## config.mk

```make
export PLATFORM = sky130hd
export DESIGN_NAME = game_state_ctrl
export DESIGN_NICKNAME = d
export VERILOG_FILES = /design/src/rtl/game_state_ctrl.sv
export SDC_FILE = /design/constraint.sdc
export NUM_CORES = 1
export LEC_CHECK = 0
export ABC_CLOCK_PERIOD_IN_PS = 3800
export CAP_MARGIN = 20
export CORE_MARGIN = 5
export CORE_UTILIZATION = 25
export CTS_BUF_LIST = sky130_fd_sc_hd__clkbuf_2 sky130_fd_sc_hd__clkbuf_4 sky130_fd_sc_hd__clkbuf_8
export CTS_CLUSTER_SIZE = 12
export DETAILED_ROUTE_END_ITERATION = 6
export MAX_ROUTING_LAYER = met4
export PLACE_DENSITY = 0.48
export SYNTH_ARGS = -nofsm -noshare
export SYNTH_HDL_FRONTEND = slang
export SYNTH_SLANG_ARGS = --single-unit
```

## constraint.sdc

```tcl
create_clock -name i_Clk -period 3.8 [get_ports i_Clk]
set_input_delay 0.38 -clock i_Clk [delete_from_list [all_inputs] [get_ports i_Clk]]
set_output_delay 0.38 -clock i_Clk [all_outputs]
set_load 0.005 [all_outputs]
```

## src/rtl/game_state_ctrl.sv

```systemverilog
// game_state_ctrl: game-level sequencer for Frogger.
// Debounces the start button, counts lives from collision edges and detects
// arrival on the goal row. Runs the IDLE/RUNNING/P1_WINS/CLEANUP state machine
// and emits registered one-cycle respawn/clear/win pulses.
// The current FSM state is always visible on o_State.
module game_state_ctrl #(
  parameter int unsigned c_LIVES    = 3,
  parameter int unsigned c_GOAL_ROW = 0,
  parameter int unsigned c_DEBOUNCE = 250000,
  parameter int unsigned c_GRACE    = 12500000,
  parameter int unsigned c_WIN_HOLD = 75000000
) (
  input  logic       i_Clk,
  input  logic       i_Rst,
  input  logic       i_Game_Start,
  input  logic       i_Collided,
  input  logic [5:0] i_Frogger_Y,
  output logic       o_Game_Active,
  output logic [1:0] o_State,
  output logic [1:0] o_Lives,
  output logic       o_Frog_Respawn,
  output logic       o_Score_Clear,
  output logic       o_Round_Win
);

  localparam int unsigned DB_W    = (c_DEBOUNCE > 0) ? $clog2(c_DEBOUNCE + 1) : 1;
  localparam int unsigned GRACE_W = (c_GRACE > 0)    ? $clog2(c_GRACE + 1)    : 1;
  localparam int unsigned HOLD_W  = (c_WIN_HOLD > 0) ? $clog2(c_WIN_HOLD + 1) : 1;

  localparam logic [DB_W-1:0]    DB_MAX     = DB_W'(c_DEBOUNCE);
  localparam logic [GRACE_W-1:0] GRACE_LOAD = GRACE_W'(c_GRACE);
  localparam logic [HOLD_W-1:0]  HOLD_LOAD  = HOLD_W'(c_WIN_HOLD);
  localparam logic [1:0]         LIVES_INIT = 2'(c_LIVES);
  localparam logic [5:0]         GOAL_ROW   = 6'(c_GOAL_ROW);

  typedef enum logic [1:0] {
    ST_IDLE    = 2'b00,
    ST_RUNNING = 2'b01,
    ST_P1_WINS = 2'b10,
    ST_CLEANUP = 2'b11
  } state_e;

  // Button chain: two synchronizer stages plus one history stage for change detection.
  logic            sync1_q, sync1_d;
  logic            sync2_q, sync2_d;
  logic            sync3_q, sync3_d;
  logic [DB_W-1:0] db_cnt_q, db_cnt_d;
  logic            db_q, db_d;
  logic            db_prev_q, db_prev_d;
  logic            start_pulse;

  // Collision edge and goal are registered so hit and goal align in the same cycle.
  logic coll_q, coll_d;
  logic coll_prev_q, coll_prev_d;
  logic goal_q, goal_d;
  logic hit;

  state_e               state_q, state_d;
  logic [1:0]           lives_q, lives_d;
  logic [GRACE_W-1:0]   grace_q, grace_d;
  logic [HOLD_W-1:0]    hold_q, hold_d;
  logic                 respawn_q, respawn_d;
  logic                 clear_q, clear_d;
  logic                 win_q, win_d;

  // Synchronize and debounce the raw start button; debounced value follows a stable input.
  always_comb begin
    sync1_d   = i_Game_Start;
    sync2_d   = sync1_q;
    sync3_d   = sync2_q;
    db_cnt_d  = db_cnt_q;
    db_d      = db_q;
    db_prev_d = db_q;
    if (sync2_q != sync3_q) begin
      db_cnt_d = '0;
    end else if (sync2_q == db_q) begin
      db_cnt_d = '0;
    end else if (db_cnt_q == DB_MAX) begin
      db_d     = sync2_q;
      db_cnt_d = '0;
    end else begin
      db_cnt_d = db_cnt_q + 1'b1;
    end
  end

  assign start_pulse = db_q & ~db_prev_q;

  // Register collision level/history and goal-row match.
  always_comb begin
    coll_d      = i_Collided;
    coll_prev_d = coll_q;
    goal_d      = (i_Frogger_Y == GOAL_ROW);
  end

  assign hit = coll_q & ~coll_prev_q & (grace_q == '0);

  // Next-state, lives, counters and pulse generation.
  always_comb begin
    state_d   = state_q;
    lives_d   = lives_q;
    grace_d   = grace_q;
    hold_d    = hold_q;
    respawn_d = 1'b0;
    clear_d   = 1'b0;
    win_d     = 1'b0;
    case (state_q)
      ST_IDLE: begin
        lives_d = LIVES_INIT;
        if (start_pulse) begin
          state_d   = ST_RUNNING;
          respawn_d = 1'b1;
          clear_d   = 1'b1;
        end
      end
      ST_RUNNING: begin
        if (grace_q != '0) grace_d = grace_q - 1'b1;
        if (hit) begin
          if (lives_q > 2'd1) begin
            lives_d   = lives_q - 2'd1;
            respawn_d = 1'b1;
            grace_d   = GRACE_LOAD;
          end else begin
            lives_d = 2'd0;
            state_d = ST_CLEANUP;
          end
        end else if (goal_q) begin
          state_d = ST_P1_WINS;
          win_d   = 1'b1;
          hold_d  = HOLD_LOAD;
        end
      end
      ST_P1_WINS: begin
        // Leaving when the count would hit zero keeps P1_WINS exactly c_WIN_HOLD cycles.
        if (hold_q <= HOLD_W'(1)) begin
          hold_d  = '0;
          state_d = ST_CLEANUP;
        end else begin
          hold_d = hold_q - 1'b1;
        end
      end
      ST_CLEANUP: begin
        respawn_d = 1'b1;
        lives_d   = LIVES_INIT;
        grace_d   = '0;
        hold_d    = '0;
        state_d   = ST_IDLE;
      end
      default: state_d = ST_IDLE;
    endcase
  end

  // State and datapath registers; synchronous reset wins over every transition.
  always_ff @(posedge i_Clk) begin
    if (i_Rst) begin
      sync1_q     <= 1'b0;
      sync2_q     <= 1'b0;
      sync3_q     <= 1'b0;
      db_cnt_q    <= '0;
      db_q        <= 1'b0;
      db_prev_q   <= 1'b0;
      coll_q      <= 1'b0;
      coll_prev_q <= 1'b0;
      goal_q      <= 1'b0;
      state_q     <= ST_IDLE;
      lives_q     <= LIVES_INIT;
      grace_q     <= '0;
      hold_q      <= '0;
      respawn_q   <= 1'b0;
      clear_q     <= 1'b0;
      win_q       <= 1'b0;
    end else begin
      sync1_q     <= sync1_d;
      sync2_q     <= sync2_d;
      sync3_q     <= sync3_d;
      db_cnt_q    <= db_cnt_d;
      db_q        <= db_d;
      db_prev_q   <= db_prev_d;
      coll_q      <= coll_d;
      coll_prev_q <= coll_prev_d;
      goal_q      <= goal_d;
      state_q     <= state_d;
      lives_q     <= lives_d;
      grace_q     <= grace_d;
      hold_q      <= hold_d;
      respawn_q   <= respawn_d;
      clear_q     <= clear_d;
      win_q       <= win_d;
    end
  end

  assign o_State        = state_q;
  assign o_Game_Active  = (state_q == ST_RUNNING);
  assign o_Lives        = lives_q;
  assign o_Frog_Respawn = respawn_q;
  assign o_Score_Clear  = clear_q;
  assign o_Round_Win    = win_q;

endmodule
```

==> impl_results.md <==
* Run status: completed
* Weighted congestion at the end of routability-driven global placement at 0.837
* Hold crit path type: reg -> reg
* Leading area contributor after synthesis: sky130_fd_sc_hd__dfxtp_1
* Post-DR vias/cell at 5.02
* Post-Syn Instances at 558
* DP Wirelength at approximately 7600 um
* Least-Margin Pin Slew at 0.836 ns
* Highest fanout seen on the critical path at 32
* Area of combinational cells with multiple inputs at 0.00254 mm2
* Share of layout cells above drive strength 1 at 0.0583
* Initial Utilization at 0.254
* Final setup viols at 0
* GR Overflow Total at 0
* Number of antenna violations at the first check in global routing at 0
* Core area at 0.0173 mm2
* RSZ-0062 raised after global routing: no
* Number of nets in the layout at just under 600
* Worst EP required at slightly above 4 ns
* Share of the cycle needed by the critical path after routing at 0.762
* Post-synthesis instance area at 0.00440 mm2
* Mean area per synthesized cell at between 7 and 8 um2
* Storage element area at 0.00168 mm2
* Synthesized netlist net count at 578
* Vias in the first global route at 3717
* Highest clock rate at ~350 MHz
* Largest cells by area after synthesis: sky130_fd_sc_hd__dfxtp_1 (38%), sky130_fd_sc_hd__nor2_1 (7.2%), sky130_fd_sc_hd__o21ai_0 (4.1%)
* Clock skew at 0.0151 ns
* TritonCTS clock tree: yes
* Residual DRC count at 0
* Diode insertion count for antenna repair at 0
* DRC marker count from the first detailed-route iteration at 369
* Largest net degree at the start of global routing at between 40 and 50
* Post-detailed-route count of antenna-violating nets at 0
* I/O pin count at 18
* H-tree Lvls at 3
* Max Cap Violations at 0
* Area fraction of the dominant cell type after synthesis at 0.382
* Die Y at ~140 um
* Post-cts resize count at 0
* Port bufs at 17
* Post-layout min period at ~2.9 ns
* Clock transition at the register clock pins on the worst setup and hold paths after CTS at 0.10 ns
* Final worst slack at 0.904 ns
* Count of flip-flops with a built-in enable after synthesis at 0
* Flip-flop and latch count after synthesis at 84
* Critical path arrival at 3.20 ns
* Floorplan die width at between 100 and 150 um
* Summed area of non-filler cells in the final layout at 0.00497 mm2
* Core Rows at 48
* Minimum setup slack after placement at 0.960 ns
* Proportion of synthesized chip area in sequential cells at 0.382
* Setup fix buffers added after clock tree synthesis at 0
* Path type of the worst setup path: reg -> reg
* Worst slew margin relative to its limit at 0.443
* Synth unique cells at 58
* Synthesis-to-finish area growth at 12.9%
* Maximum buffer depth of the clock tree at 2
* Die Area at 0.0204 mm2
* Most used flip-flop cell after synthesis: sky130_fd_sc_hd__dfxtp_1
* Leading post-synthesis cells by instance count: sky130_fd_sc_hd__dfxtp_1 (84), sky130_fd_sc_hd__nor2_1 (84), sky130_fd_sc_hd__nand2_1 (38)
* Total Routed Length at 10800 um
* Cell Area, Placed at 0.00477 mm2
* Share of synthesized flip-flops with an asynchronous set or reset at 0
* Total track usage at 0.113
* Filler cells at 1868
* Wirelength per Cell at 13.7 um
* Max-slew violation total from the final report at 0
* Post-cts hold buffer count at 0
* Kind of start point of the critical path: flip-flop
* Hold Vio Cnt, Final at 0
* Count of clock tree sinks at between 80 and 90
* Warnings, synthesis at 0
* Detailed Routing Iterations Pass 1 at 4
* Cts bufs inserted at 9
* Vias at 3969
* Wire length of the first global-routing pass at 18300 um
* Setup TNS at 0 ns
* Endpoint class of the critical path: flip-flop
* Cell chosen for the clock root: sky130_fd_sc_hd__clkbuf_8
* Clock latency reported for the late side of the worst-skew pair at 0.38 ns
layout by cell type, fill, tap and decap left out, types with 10 or more instances in the layout:
cell type / count
sky130_fd_sc_hd__dfxtp_1: 84
sky130_fd_sc_hd__inv_1: 14
sky130_fd_sc_hd__nand2_1: 38
sky130_fd_sc_hd__xor2_1: 15
sky130_fd_sc_hd__nor2_1: 84
sky130_fd_sc_hd__nor4_1: 28
sky130_fd_sc_hd__a22oi_1: 10
sky130_fd_sc_hd__nor3_1: 28
sky130_fd_sc_hd__or3_1: 13
sky130_fd_sc_hd__ha_1: 10
sky130_fd_sc_hd__clkdlybuf4s50_1: 17
sky130_fd_sc_hd__nand3_1: 14
sky130_fd_sc_hd__o21ai_0: 36
sky130_fd_sc_hd__a21oi_1: 33
sky130_fd_sc_hd__o21ai_1: 11
cell type report:
type,instances,share of cell area
well taps,225,0.0567
inverters,15,0.0113
clock inverters,7,0.0149
repair buffers,22,0.0418
multi-input cells,429,0.512
clock buffers,9,0.0249
flip-flops and latches,84,0.339
final timing paths:
| check | end | depth (start not counted) | start | slack, ns |
|---|---|---|---|---|
| max reg2reg | hold_q[9] | 8 | grace_q[0] | 0.90 |
| max | hold_q[9] | 8 | grace_q[0] | 0.90 |
| min reg2reg | sync2_q | 1 | sync1_q | 0.45 |
| min | sync2_q | 1 | sync1_q | 0.45 |
kinds of logic (layout without fill, tap and decap cells):
group	after synthesis	in the layout	synth area share
compound gates	124	124	0.173
xor+xnor	24	24	0.0478
buf+inv	45	53	0.0424
simple gates	269	269	0.322
flops	84	84	0.382
mux	2	2	0.00455
fa+ha+maj	10	10	0.0284
stage by stage:
| step | utilization | cells | hold WS, ns |
|---|---|---|---|
| final | 0.287 | 791 | 0.453 |
| after global routing | 0.287 | 791 | 0.477 |
| after CTS | 0.287 | 791 | 0.461 |
| after detailed placement | 0.276 | 775 | 0.435 |
| after global placement | 0.276 | 775 | 0.446 |
| after floorplan | - | 558 | 0.414 |
critical path: stages, from the launching register on:
cell                      delay [ns]
sky130_fd_sc_hd__dfxtp_1        0.36
sky130_fd_sc_hd__inv_1          0.07
sky130_fd_sc_hd__ha_1           0.18
sky130_fd_sc_hd__or4b_1         0.57
sky130_fd_sc_hd__or4_1          0.61
sky130_fd_sc_hd__o211a_1        0.58
sky130_fd_sc_hd__o21ai_0        0.21
sky130_fd_sc_hd__a22oi_1        0.11
sky130_fd_sc_hd__nor2_1         0.12
layer usage:
layer / up-vias / global-route usage / share of wire
met5: - / - / 0
met4: 0 / 0.0480 / 0.017
met2: 70 / 0.183 / 0.47
met3: 15 / 0.0201 / 0.037
li1: 2027 / - / -
met1: 1857 / 0.139 / 0.48
state kept, by name, summed over array words and instances, names as in the netlist:
signal and flops:
hold_q 27, grace_q 24, db_cnt_q 18, o_Lives 2, o_State 2, coll_prev_d 1, coll_prev_q 1, db_prev_d 1
db_prev_q 1, goal_q 1, o_Frog_Respawn 1, o_Round_Win 1, o_Score_Clear 1, sync1_q 1, sync2_q 1, sync3_q 1
Power is not shown: default switching activity piles up to over one toggle a cycle in this logic, so the estimate is an artifact.
